==> config.mk <==
export PLATFORM = sky130hd
export DESIGN_NAME = cluster_mem_responder
export DESIGN_NICKNAME = d
export VERILOG_FILES = /design/src/rtl/cluster_mem_pkg.sv /design/src/rtl/cluster_wmask_gen.sv /design/src/rtl/cluster_mem_responder.sv
export SDC_FILE = /design/constraint.sdc
export NUM_CORES = 1
export LEC_CHECK = 0
export ABC_AREA = 1
export CELL_PAD_IN_SITES_DETAIL_PLACEMENT = 1
export CELL_PAD_IN_SITES_GLOBAL_PLACEMENT = 1
export CORE_AREA = 2 2 303 305
export CTS_BUF_LIST = sky130_fd_sc_hd__clkbuf_16
export DETAILED_ROUTE_END_ITERATION = 8
export DIE_AREA = 0 0 305 307
export PLACE_DENSITY_LB_ADDON = 0.1
export SLEW_MARGIN = 25
export SYNTH_ARGS = -nofsm -noshare
export SYNTH_HDL_FRONTEND = slang
export SYNTH_HIERARCHICAL = 1
export SYNTH_SLANG_ARGS = --single-unit
==> constraint.sdc <==
create_clock -name CLK -period 4.07 [get_ports CLK]
set_input_delay 1.0175 -clock CLK [delete_from_list [all_inputs] [get_ports CLK]]
set_output_delay 1.0175 -clock CLK [all_outputs]
set_load 0.01 [all_outputs]
==> src/rtl/cluster_mem_pkg.sv <==
// Shared types and constants for the cluster memory responder.
package cluster_mem_pkg;

  localparam int unsigned LINE_BYTES = 16;
  localparam int unsigned OFF_W      = 4;
  localparam int unsigned WORD_W     = 32;

  localparam logic [1:0] SZ_B = 2'd0;
  localparam logic [1:0] SZ_H = 2'd1;
  localparam logic [1:0] SZ_W = 2'd2;

  typedef enum logic [1:0] {
    IDLE,
    ISSUE,
    WAIT,
    RESP
  } state_e;

  typedef enum logic [2:0] {
    FETCH,
    LOAD,
    STORE,
    PTE_RD,
    PTE_WR
  } kind_e;

  function automatic logic kind_is_write(input kind_e k);
    return (k == STORE) || (k == PTE_WR);
  endfunction

endpackage

==> src/rtl/cluster_wmask_gen.sv <==
// Store byte-enable and replicated write-line generation from size, offset and data.
module cluster_wmask_gen
  import cluster_mem_pkg::*;
(
  input  logic [1:0]   size_i,
  input  logic [3:0]   off_i,
  input  logic [31:0]  wdata_i,
  output logic [15:0]  wmask_c_o,
  output logic [127:0] wline_c_o
);

  logic [31:0] word_c;

  // Sub-word stores replicate their pattern across the word; size 3 behaves as word.
  always_comb begin
    wmask_c_o = 16'h000F << {off_i[3:2], 2'b00};
    word_c    = wdata_i;
    case (size_i)
      SZ_B: begin
        wmask_c_o = 16'h0001 << off_i;
        word_c    = {4{wdata_i[7:0]}};
      end
      SZ_H: begin
        wmask_c_o = 16'h0003 << {off_i[3:1], 1'b0};
        word_c    = {2{wdata_i[15:0]}};
      end
      default: ;
    endcase
    wline_c_o = {4{word_c}};
  end

endmodule

==> src/rtl/cluster_mem_responder.sv <==
// Sequences cluster fetch/load/store/PTE requests onto a single 128-bit line memory port.
// Optional response timeout is enabled with `define CLUSTER_RSP_TIMEOUT_EN.
module cluster_mem_responder
  import cluster_mem_pkg::*;
#(
  parameter int unsigned ADDR_W  = 32,
  parameter int unsigned LINE_W  = 128,
  parameter int unsigned TIMEOUT = 1024
) (
  input  logic                CLK,
  input  logic                RST,
  input  logic                w_cluster_req,
  input  logic [ADDR_W-1:0]   w_cluster_iaddr,
  input  logic [ADDR_W-1:0]   w_cluster_daddr,
  input  logic [31:0]         w_cluster_data_wdata,
  input  logic [2:0]          w_cluster_data_ctrl,
  input  logic                w_cluster_data_we,
  input  logic                w_cluster_iscode,
  input  logic                w_cluster_isread,
  input  logic                w_cluster_tlb_acs,
  input  logic [ADDR_W-1:0]   w_cluster_tlb_pte_addr,
  input  logic                w_cluster_pte_we,
  input  logic [31:0]         w_cluster_pte_wdata,
  output logic                w_busy,
  output logic                w_dram_busy,
  output logic [LINE_W-1:0]   w_insn_data,
  output logic [LINE_W-1:0]   w_data_data,
  output logic                w_is_dram_data,
  output logic [31:0]         w_dram_odata,
  output logic                mem_req,
  output logic                mem_we,
  output logic [ADDR_W-1:0]   mem_addr,
  output logic [LINE_W-1:0]   mem_wdata,
  output logic [LINE_W/8-1:0] mem_wmask,
  input  logic                mem_ready,
  input  logic                mem_rvalid,
  input  logic [LINE_W-1:0]   mem_rdata,
  output logic                rsp_err
);

  localparam int unsigned MASK_W = LINE_W / 8;

  state_e state_q, state_d;
  kind_e  kind_q, kind_c;
  logic [1:0] wsel_q;

  logic              any_c, accept_c, tmo_c, err_set_c, rd_fire_c, unused_c;
  logic [ADDR_W-1:0] acc_addr_c;
  logic [1:0]        gen_size_c;
  logic [31:0]       gen_wdata_c;
  logic [MASK_W-1:0] gen_mask_c;
  logic [LINE_W-1:0] gen_line_c, rd_line_c;

  logic              busy_d, mem_req_d, mem_we_d, is_dram_d, err_d;
  logic [ADDR_W-1:0] mem_addr_d;
  logic [LINE_W-1:0] mem_wdata_d, insn_d, data_d;
  logic [MASK_W-1:0] mem_wmask_d;
  logic [31:0]       odata_d;

  // Request decode: PTE access beats store beats load beats fetch.
  always_comb begin
    kind_c = FETCH;
    any_c  = 1'b1;
    if (w_cluster_tlb_acs)      kind_c = w_cluster_pte_we ? PTE_WR : PTE_RD;
    else if (w_cluster_data_we) kind_c = STORE;
    else if (w_cluster_isread)  kind_c = LOAD;
    else if (w_cluster_iscode)  kind_c = FETCH;
    else                        any_c  = 1'b0;
    acc_addr_c = w_cluster_daddr;
    if (kind_c == PTE_RD || kind_c == PTE_WR) acc_addr_c = w_cluster_tlb_pte_addr;
    else if (kind_c == FETCH)                 acc_addr_c = w_cluster_iaddr;
    gen_size_c  = (kind_c == PTE_WR) ? SZ_W : w_cluster_data_ctrl[1:0];
    gen_wdata_c = (kind_c == PTE_WR) ? w_cluster_pte_wdata : w_cluster_data_wdata;
  end

  assign accept_c = (state_q == IDLE) && w_cluster_req && any_c;

  cluster_wmask_gen u_wmask_gen (
    .size_i    (gen_size_c),
    .off_i     (acc_addr_c[OFF_W-1:0]),
    .wdata_i   (gen_wdata_c),
    .wmask_c_o (gen_mask_c),
    .wline_c_o (gen_line_c)
  );

`ifdef CLUSTER_RSP_TIMEOUT_EN
  logic [15:0] tmo_cnt_q;

  always_ff @(posedge CLK) begin
    if (RST)                                          tmo_cnt_q <= '0;
    else if (state_d != state_q)                      tmo_cnt_q <= '0;
    else if (state_q == ISSUE || state_q == WAIT)     tmo_cnt_q <= tmo_cnt_q + 16'd1;
  end

  assign tmo_c     = (state_q == ISSUE || state_q == WAIT) && (tmo_cnt_q == 16'(TIMEOUT - 1));
  assign err_set_c = tmo_c && !((state_q == WAIT && mem_rvalid) || (state_q == ISSUE && mem_ready));
  assign unused_c  = w_cluster_data_ctrl[2];
`else
  assign tmo_c     = 1'b0;
  assign err_set_c = 1'b0;
  assign unused_c  = ^{w_cluster_data_ctrl[2], 32'(TIMEOUT)};
`endif

  always_ff @(posedge CLK) begin
    if (RST) state_q <= IDLE;
    else     state_q <= state_d;
  end

  always_comb begin
    state_d = state_q;
    case (state_q)
      IDLE:  if (accept_c) state_d = ISSUE;
      ISSUE: begin
        if (mem_ready)  state_d = kind_is_write(kind_q) ? RESP : WAIT;
        else if (tmo_c) state_d = RESP;
      end
      WAIT:  if (mem_rvalid || tmo_c) state_d = RESP;
      RESP:  state_d = IDLE;
      default: state_d = IDLE;
    endcase
  end

  // Read responses (real or timed-out) update the matching data register on RESP entry.
  assign rd_fire_c = (state_d == RESP) && (state_q != RESP) && !kind_is_write(kind_q);
  assign rd_line_c = (state_q == WAIT && mem_rvalid) ? mem_rdata : '0;

  always_comb begin
    busy_d      = (state_d == ISSUE) || (state_d == WAIT);
    mem_req_d   = (state_d == ISSUE);
    mem_we_d    = mem_we;
    mem_addr_d  = mem_addr;
    mem_wdata_d = mem_wdata;
    mem_wmask_d = mem_wmask;
    insn_d      = w_insn_data;
    data_d      = w_data_data;
    odata_d     = w_dram_odata;
    is_dram_d   = 1'b0;
    err_d       = rsp_err | err_set_c;
    if (accept_c) begin
      mem_we_d    = kind_is_write(kind_c);
      mem_addr_d  = {acc_addr_c[ADDR_W-1:OFF_W], {OFF_W{1'b0}}};
      mem_wdata_d = kind_is_write(kind_c) ? gen_line_c : '0;
      mem_wmask_d = kind_is_write(kind_c) ? gen_mask_c : '0;
    end
    if (rd_fire_c) begin
      case (kind_q)
        FETCH:   insn_d  = rd_line_c;
        LOAD:    begin data_d = rd_line_c; is_dram_d = 1'b1; end
        PTE_RD:  odata_d = rd_line_c[{wsel_q, 5'b00000} +: WORD_W];
        default: ;
      endcase
    end
  end

  always_ff @(posedge CLK) begin
    if (RST) begin
      kind_q         <= FETCH;
      wsel_q         <= '0;
      w_busy         <= 1'b0;
      w_dram_busy    <= 1'b0;
      w_insn_data    <= '0;
      w_data_data    <= '0;
      w_is_dram_data <= 1'b0;
      w_dram_odata   <= '0;
      mem_req        <= 1'b0;
      mem_we         <= 1'b0;
      mem_addr       <= '0;
      mem_wdata      <= '0;
      mem_wmask      <= '0;
      rsp_err        <= 1'b0;
    end else begin
      if (accept_c) begin
        kind_q <= kind_c;
        wsel_q <= acc_addr_c[3:2];
      end
      w_busy         <= busy_d;
      w_dram_busy    <= busy_d;
      w_insn_data    <= insn_d;
      w_data_data    <= data_d;
      w_is_dram_data <= is_dram_d;
      w_dram_odata   <= odata_d;
      mem_req        <= mem_req_d;
      mem_we         <= mem_we_d;
      mem_addr       <= mem_addr_d;
      mem_wdata      <= mem_wdata_d;
      mem_wmask      <= mem_wmask_d;
      rsp_err        <= err_d;
    end
  end

endmodule
# After elaboration in Yosys (flattened, before gate mapping)
# Cells that the tools add are included.
# totals
reg_bits	471
inputBits	301
output_inout_bits	470
wordCells	74
# op_classes
mux	23
n_eq_ne	15
reduce_logical	18
n_bitwise	1
shift	4
# ops
op	n
2-to-1 mux 128 bit	2
indexed part select 128 x 8 -> 32 bit	1
2-to-1 mux 32 bit	3
one-hot mux 32 bit (2 select lines)	1
one-hot mux 16 bit (2 select lines)	1
2-to-1 mux 16 bit	1
left shift 1 x 4 -> 16 bit (first input constant)	1
left shift 2 x 4 -> 16 bit (first input constant)	1
left shift 4 x 4 -> 16 bit (first input constant)	1
== test 3 x 2 -> 1 bit (second input constant)	4
2-to-1 mux 2 bit	5
== test 2 bit (second input constant)	4
one-hot mux 2 bit (4 select lines)	1
2-to-1 mux 1 bit	7
== test 2 x 1 -> 1 bit (second input constant)	3
== test 3 bit (second input constant)	2
logical NOT 3 bit	2
2-to-1 mux 3 bit	2
AND reduction 2 bit	3
logical AND 1 bit	5
logical NOT 2 bit	2
logical OR 1 bit	4
== test 3 x 1 -> 1 bit (second input constant)	1
inequality test 2 bit (second input constant)	1
3 further kinds	3

# Depth between registers and ports, before layout
# logic_depth
word_depth	12
depth_mapped	17
ltp_nobuf	14

# Hierarchy
# The synthesis kept the hierarchy.
# modules_own_cells
module	area_each_um2	seq_area_each_um2	cells_each	instances
cluster_mem_responder	19887.8	9429.0	2678	1
cluster_wmask_gen	1443.9	0.0	250	1

# Worst setup path after synthesis
# Ideal clock, no wire load.
# synth_path
path_type	input to register
from	input port w_cluster_tlb_acs
to	register w_data_data[100]
path_slack_ns	0.930
stages	16
required_time_ns	3.937
n_path_buf	6
arrival_time_ns	3.007
cell_sequence	buf_4 nor2_8 nand2_4 inv_2 nand2_1 buf_2 buf_4 a21oi_1 nor2_1 ha_1 nand2_1 nor3_1 buf_4 buf_2 clkbuf_1 a21oi_1
# synth_via
elab_chain_cells	8
# synth_lines
element	line_no	rtl
start, declared	cluster_mem_responder.sv:20	input logic w_cluster_tlb_acs,
2-to-1 mux 1 bit	cluster_mem_responder.sv:64	if (w_cluster_tlb_acs) kind_c = w_cluster_pte_we ? PTE_WR : PTE_RD;
logical AND 1 bit	cluster_mem_responder.sv:76	assign accept_c = (state_q == IDLE) && w_cluster_req && any_c;
2-to-1 mux 2 bit	cluster_mem_responder.sv:112	IDLE: if (accept_c) state_d = ISSUE;
one-hot mux 2 bit (4 select lines)	cluster_mem_responder.sv:111	case (state_q)
via state_d[0]	cluster_mem_responder.sv:43	state_e state_q, state_d;
== test 2 bit	cluster_mem_responder.sv:124	assign rd_fire_c = (state_d == RESP) && (state_q != RESP) && !kind_is_write(kind_q);
logical AND 1 bit (2 in a row)	cluster_mem_responder.sv:124	
AND reduction 2 bit (no source line)	-	
end signal, assigned	cluster_mem_responder.sv:179	w_data_data <= data_d;
end, declared	cluster_mem_responder.sv:27	output logic [LINE_W-1:0] w_data_data,
# The timed path passes the listed nets, and every way through them passes these cells.
# A chain may end at the register's enable or synchronous reset.

# Worst setup path in the final report
# layout_path
from	input port w_cluster_pte_we
to	register mem_wdata[62]
# layout_via
elab_chain_cells	7
# layout_lines
element	line_no	rtl
start, declared	cluster_mem_responder.sv:22	input logic w_cluster_pte_we,
2-to-1 mux 3 bit (*) (2 in a row)	cluster_mem_responder.sv:64	
== test 3 bit (*)	cluster_mem_responder.sv:72	gen_size_c = (kind_c == PTE_WR) ? SZ_W : w_cluster_data_ctrl[1:0];
2-to-1 mux 2 bit (*)	cluster_mem_responder.sv:72	
via gen_size_c[1]	cluster_mem_responder.sv:49	logic [1:0] gen_size_c;
== test 2 x 1 -> 1 bit or logical NOT 2 bit (tied branches)	cluster_wmask_gen.sv:18	case (size_i)
one-hot mux 32 bit (2 select lines) (*)	cluster_wmask_gen.sv:18	
via gen_line_c[30]	cluster_mem_responder.sv:52	logic [LINE_W-1:0] gen_line_c, rd_line_c;
2-to-1 mux 128 bit (*)	cluster_mem_responder.sv:142	mem_wdata_d = kind_is_write(kind_c) ? gen_line_c : '0;
end signal, assigned	cluster_mem_responder.sv:185	mem_wdata <= mem_wdata_d;
end, declared	cluster_mem_responder.sv:33	output logic [LINE_W-1:0] mem_wdata,
# The timed path passes the listed nets; every way through them passes the cells marked *.

==> key figures <==
Power
  • Max VDD drop: 0.000323 V
  • Power, Total: 13.0 mW
  • Combinational fraction of design power: 20.2%
  • Switching power share of the total: a little under a third
  • Clock power share: 40.6%
  • Leak Pwr: 12.2 nW
  • NetSw: roughly 4 mW
  • Int Power: 9.07 mW
  • Sequential Power Share: 39.1%
  • PwrDens: 417 mW/mm^2

Timing
  • Worst-case clock skew: 0.0282 ns
  • Fin crit share: 79.3%
  • Final setup violation count: 0
  • TNS Setup: 0 ns
  • Slew Viols, Final: 0
  • Max-slew headroom: 26.2%
  • Fmax: 0.310 GHz
  • Final Hold Viols: 0
  • Worst hold slack: 0.462 ns
  • Slew of the pin with the lowest slew margin: 1.10 ns
  • RSZ-0062 raised after global routing: no
  • Tmin final: ~3.2 ns

Synth
  • Mapped Cells: just under 3000
  • Main flop type after synthesis: dfxtp_1
  • Synth warnings: 6
  • Sequential fraction of the synthesis area: 44.2%
  • Yosys cell types: 25
  • Mapped cell area: approximately 0.021 mm^2
  • Post-synthesis register bit count: 471
  • Asr flop ratio synth: 0%
  • Mapped Avg Cell Area: ~7.3 um^2
  • EDFF count, synth: 0

Floorplan
  • # rows: 111
  • Starting density of the core: between 20% and 30%
  • Chip height: 307 um
  • Chip Width: between 300 and 400 um
  • Ports: approximately 770
  • Die area: 0.0936 mm^2
  • Core area: 0.0907 mm^2

Clock network
  • Clock buffer depth: 3
  • Worst-path clk slew: 0.06 ns
  • CTS sink count: about 470
  • CTS tree: built
  • Cells resized by post-CTS repair: 0
  • Clk Latency, worst-skew pair: about 0.65 ns
  • Post CTS Setup Buffer Count: 0
  • Htree depth: 2
  • CTS buffer count: 59
  • CTS hold repair buffers: 0
  • Root Driver: clkbuf_16

Flow run
  • Maxcap violations: 0

Global routing
  • Number of global-route vias before repair: 23400
  • GR met1 Demand/Resource: a little over a quarter
  • First-pass GRT wire length: 162 mm
  • Gr usage total: 23.1%
  • Met2 Usage GRT: between 30% and 40%
  • Largest net degree at the start of global routing: 162
  • Met3 Resource Use GR: 6.53%
  • Initial antenna violation count: 13
  • Gr busiest metal: met2
  • Grt total ovfl: 0

Finish
  • Post-layout nets: 3735
  • Non-Filler Instances: 4674
  • Final instance area: between 0.03 and 0.04 mm^2
  • Synth-to-Final Area Change: 45.5%
  • Share of layout cells above drive strength 1: 4.63%
  • Commonest non-fill, non-tap cell in the layout: clkdlybuf4s50_1
  • Commonest non-fill, non-tap cells in the layout: 761 x clkdlybuf4s50_1, 616 x nand2_1, 469 x dfxtp_1, 431 x a21oi_1, 272 x nand4_1

Min path
  • Worst hold-check path type: reg2reg

Place
  • Port buffer count: 764
  • Placer Congestion: 0.860
  • Post-DP HPWL: around 82 mm
  • Cells after DPL: between 4000 and 5000
  • Placed cell area: 0.0291 mm^2

Route
  • DR iter-0 viols: around 1400
  • Final wirelength: 112 mm
  • Via density: around 5
  • DR DRC count: 0
  • Vias after detailed routing: between 20000 and 25000
  • Final ANT Viol Nets: 0
  • Detailed Routing Iterations Pass 1: 5
  • Avg WL per Cell: 23.9 um

Worst setup path
  • Instance count on the critical path: 9
  • Slowest stage cell, crit path: o211ai_1
  • Critical-path maximum fanout: 10
  • RR Startpoint: state_q[1]$_SDFF_PP0_
  • R2R depth: 11
  • R2r endpoint: w_data_data[19]$_SDFFE_PP0P_
  • CP endpoint: mem_wdata[62]$_SDFFE_PP0P_
  • CP endpoint kind: flip-flop
  • Data required, critical path: 4.64 ns
  • R2R setup slack: 1.15 ns
  • Crit Path Class: in2reg
  • Top delay family on crit path: compound AO/OA/AOI/OAI gates
  • Largest stage delay, worst path: just under 0.9 ns
  • Worst EP arrival: between 3 and 4 ns
  • CP startpoint: w_cluster_pte_we
  • CP bufs+invs: 3
  • Critical path, cell by cell: clkdlybuf4s50_1 -> nand2_1 -> clkinv_1 -> or2_2 -> inv_2 -> nand2_4 -> o211ai_1 -> nand4_1 -> a21oi_1
  • Crit path launch type: input port

Run status
  • Status: complete, no violations
-- worst min path at each step --
stage                                             start                             to  slack (ns)  depth (start not counted)
final                     w_data_data[125]$_SDFFE_PP0P_  w_data_data[125]$_SDFFE_PP0P_        0.46                          1
after global routing      w_insn_data[101]$_SDFFE_PP0P_  w_insn_data[101]$_SDFFE_PP0P_        0.48                          1
after CTS                    mem_wmask[15]$_SDFFE_PP0P_     mem_wmask[15]$_SDFFE_PP0P_        0.47                          2
after detailed placement  w_data_data[125]$_SDFFE_PP0P_  w_data_data[125]$_SDFFE_PP0P_        0.45                          1
after global placement    w_insn_data[121]$_SDFFE_PP0P_  w_insn_data[121]$_SDFFE_PP0P_        0.45                          1
after floorplan                  kind_q[2]$_SDFFE_PP0P_         kind_q[2]$_SDFFE_PP0P_        0.46                          2
-- power by group through the flow --
stage / logic (mW) / registers [mW] / clock network (mW)
global placement: 2.61 / 5.16 / 0
global route: 2.84 / 5.10 / 5.62
CTS: 2.66 / 5.07 / 5.43
detailed placement: 2.65 / 5.17 / 0
finish: 2.62 / 5.07 / 5.26
floorplan: 1.24 / 5.25 / 0
-- cell usage after synthesis (11+ instances only) --
master    count  share of area [%]
a21oi_1     431                 10
buf_1        32               0.56
buf_2        72                1.7
buf_4       117                4.1
buf_6        11               0.58
clkbuf_1    147                2.6
dfxtp_1     471                 44
inv_1       181                3.2
nand2_1     618                 11
nand3_1     129                3.0
nand4_1     272                8.0
nor2_1      127                2.2
o211ai_1     34                1.2
o21a_1       49                1.7
o21ai_0     213                5.0
-- kinds of logic (layout without fill, tap and decap cells) --
family                     after synthesis  in the layout  share of synthesized area (%)
AOI/OAI and AO/OA                      727            727                           18.0
adders and majority gates                2              2                          0.117
buffers and inverters                  565           1112                           12.8
DFF                                    471            471                           44.2
other                                    1             14                         0.0176
and+or+nand+nor                       1162           1162                           24.8
-- flip-flops by register name (all words and copies together) (netlist names) --
| signal | flops |
|---|---|
| w_data_data | 128 |
| mem_wdata | 128 |
| w_dram_busy | 1 |
| w_dram_odata | 32 |
| w_is_dram_data | 1 |
| wsel_q | 2 |
| mem_wmask | 16 |
| w_insn_data | 128 |
| kind_q | 3 |
| state_q | 2 |
| mem_req | 1 |
| mem_addr | 28 |
| mem_we | 1 |
-- layer usage --
metal / vias to the layer above / wire length [um]
li1: 10800 / -
met2: 722 / 53900
met5: - / 53
met4: 8 / 4600
met3: 166 / 8090
met1: 11100 / 45200
-- layout make-up --
cell class	instances	area (um^2)
Inverter	186	706
Multi-Input combinational cell	1896	9220
Fill cell	10900	59700
Clock inverter	47	373
Timing Repair Buffer	818	8280
Tap cell	1186	1480
Sequential cell	471	9440
Clock buffer	61	1530
Antenna cell	9	22.5
-- stage by stage --
step	utilization, %	worst slack [ns]
floorplan	-	0.930
global placement	32.1	0.347
detailed placement	32.1	0.263
CTS	34.2	0.953
global route	34.2	0.711
finish	34.2	0.844
(Power assumes the default switching activity.)
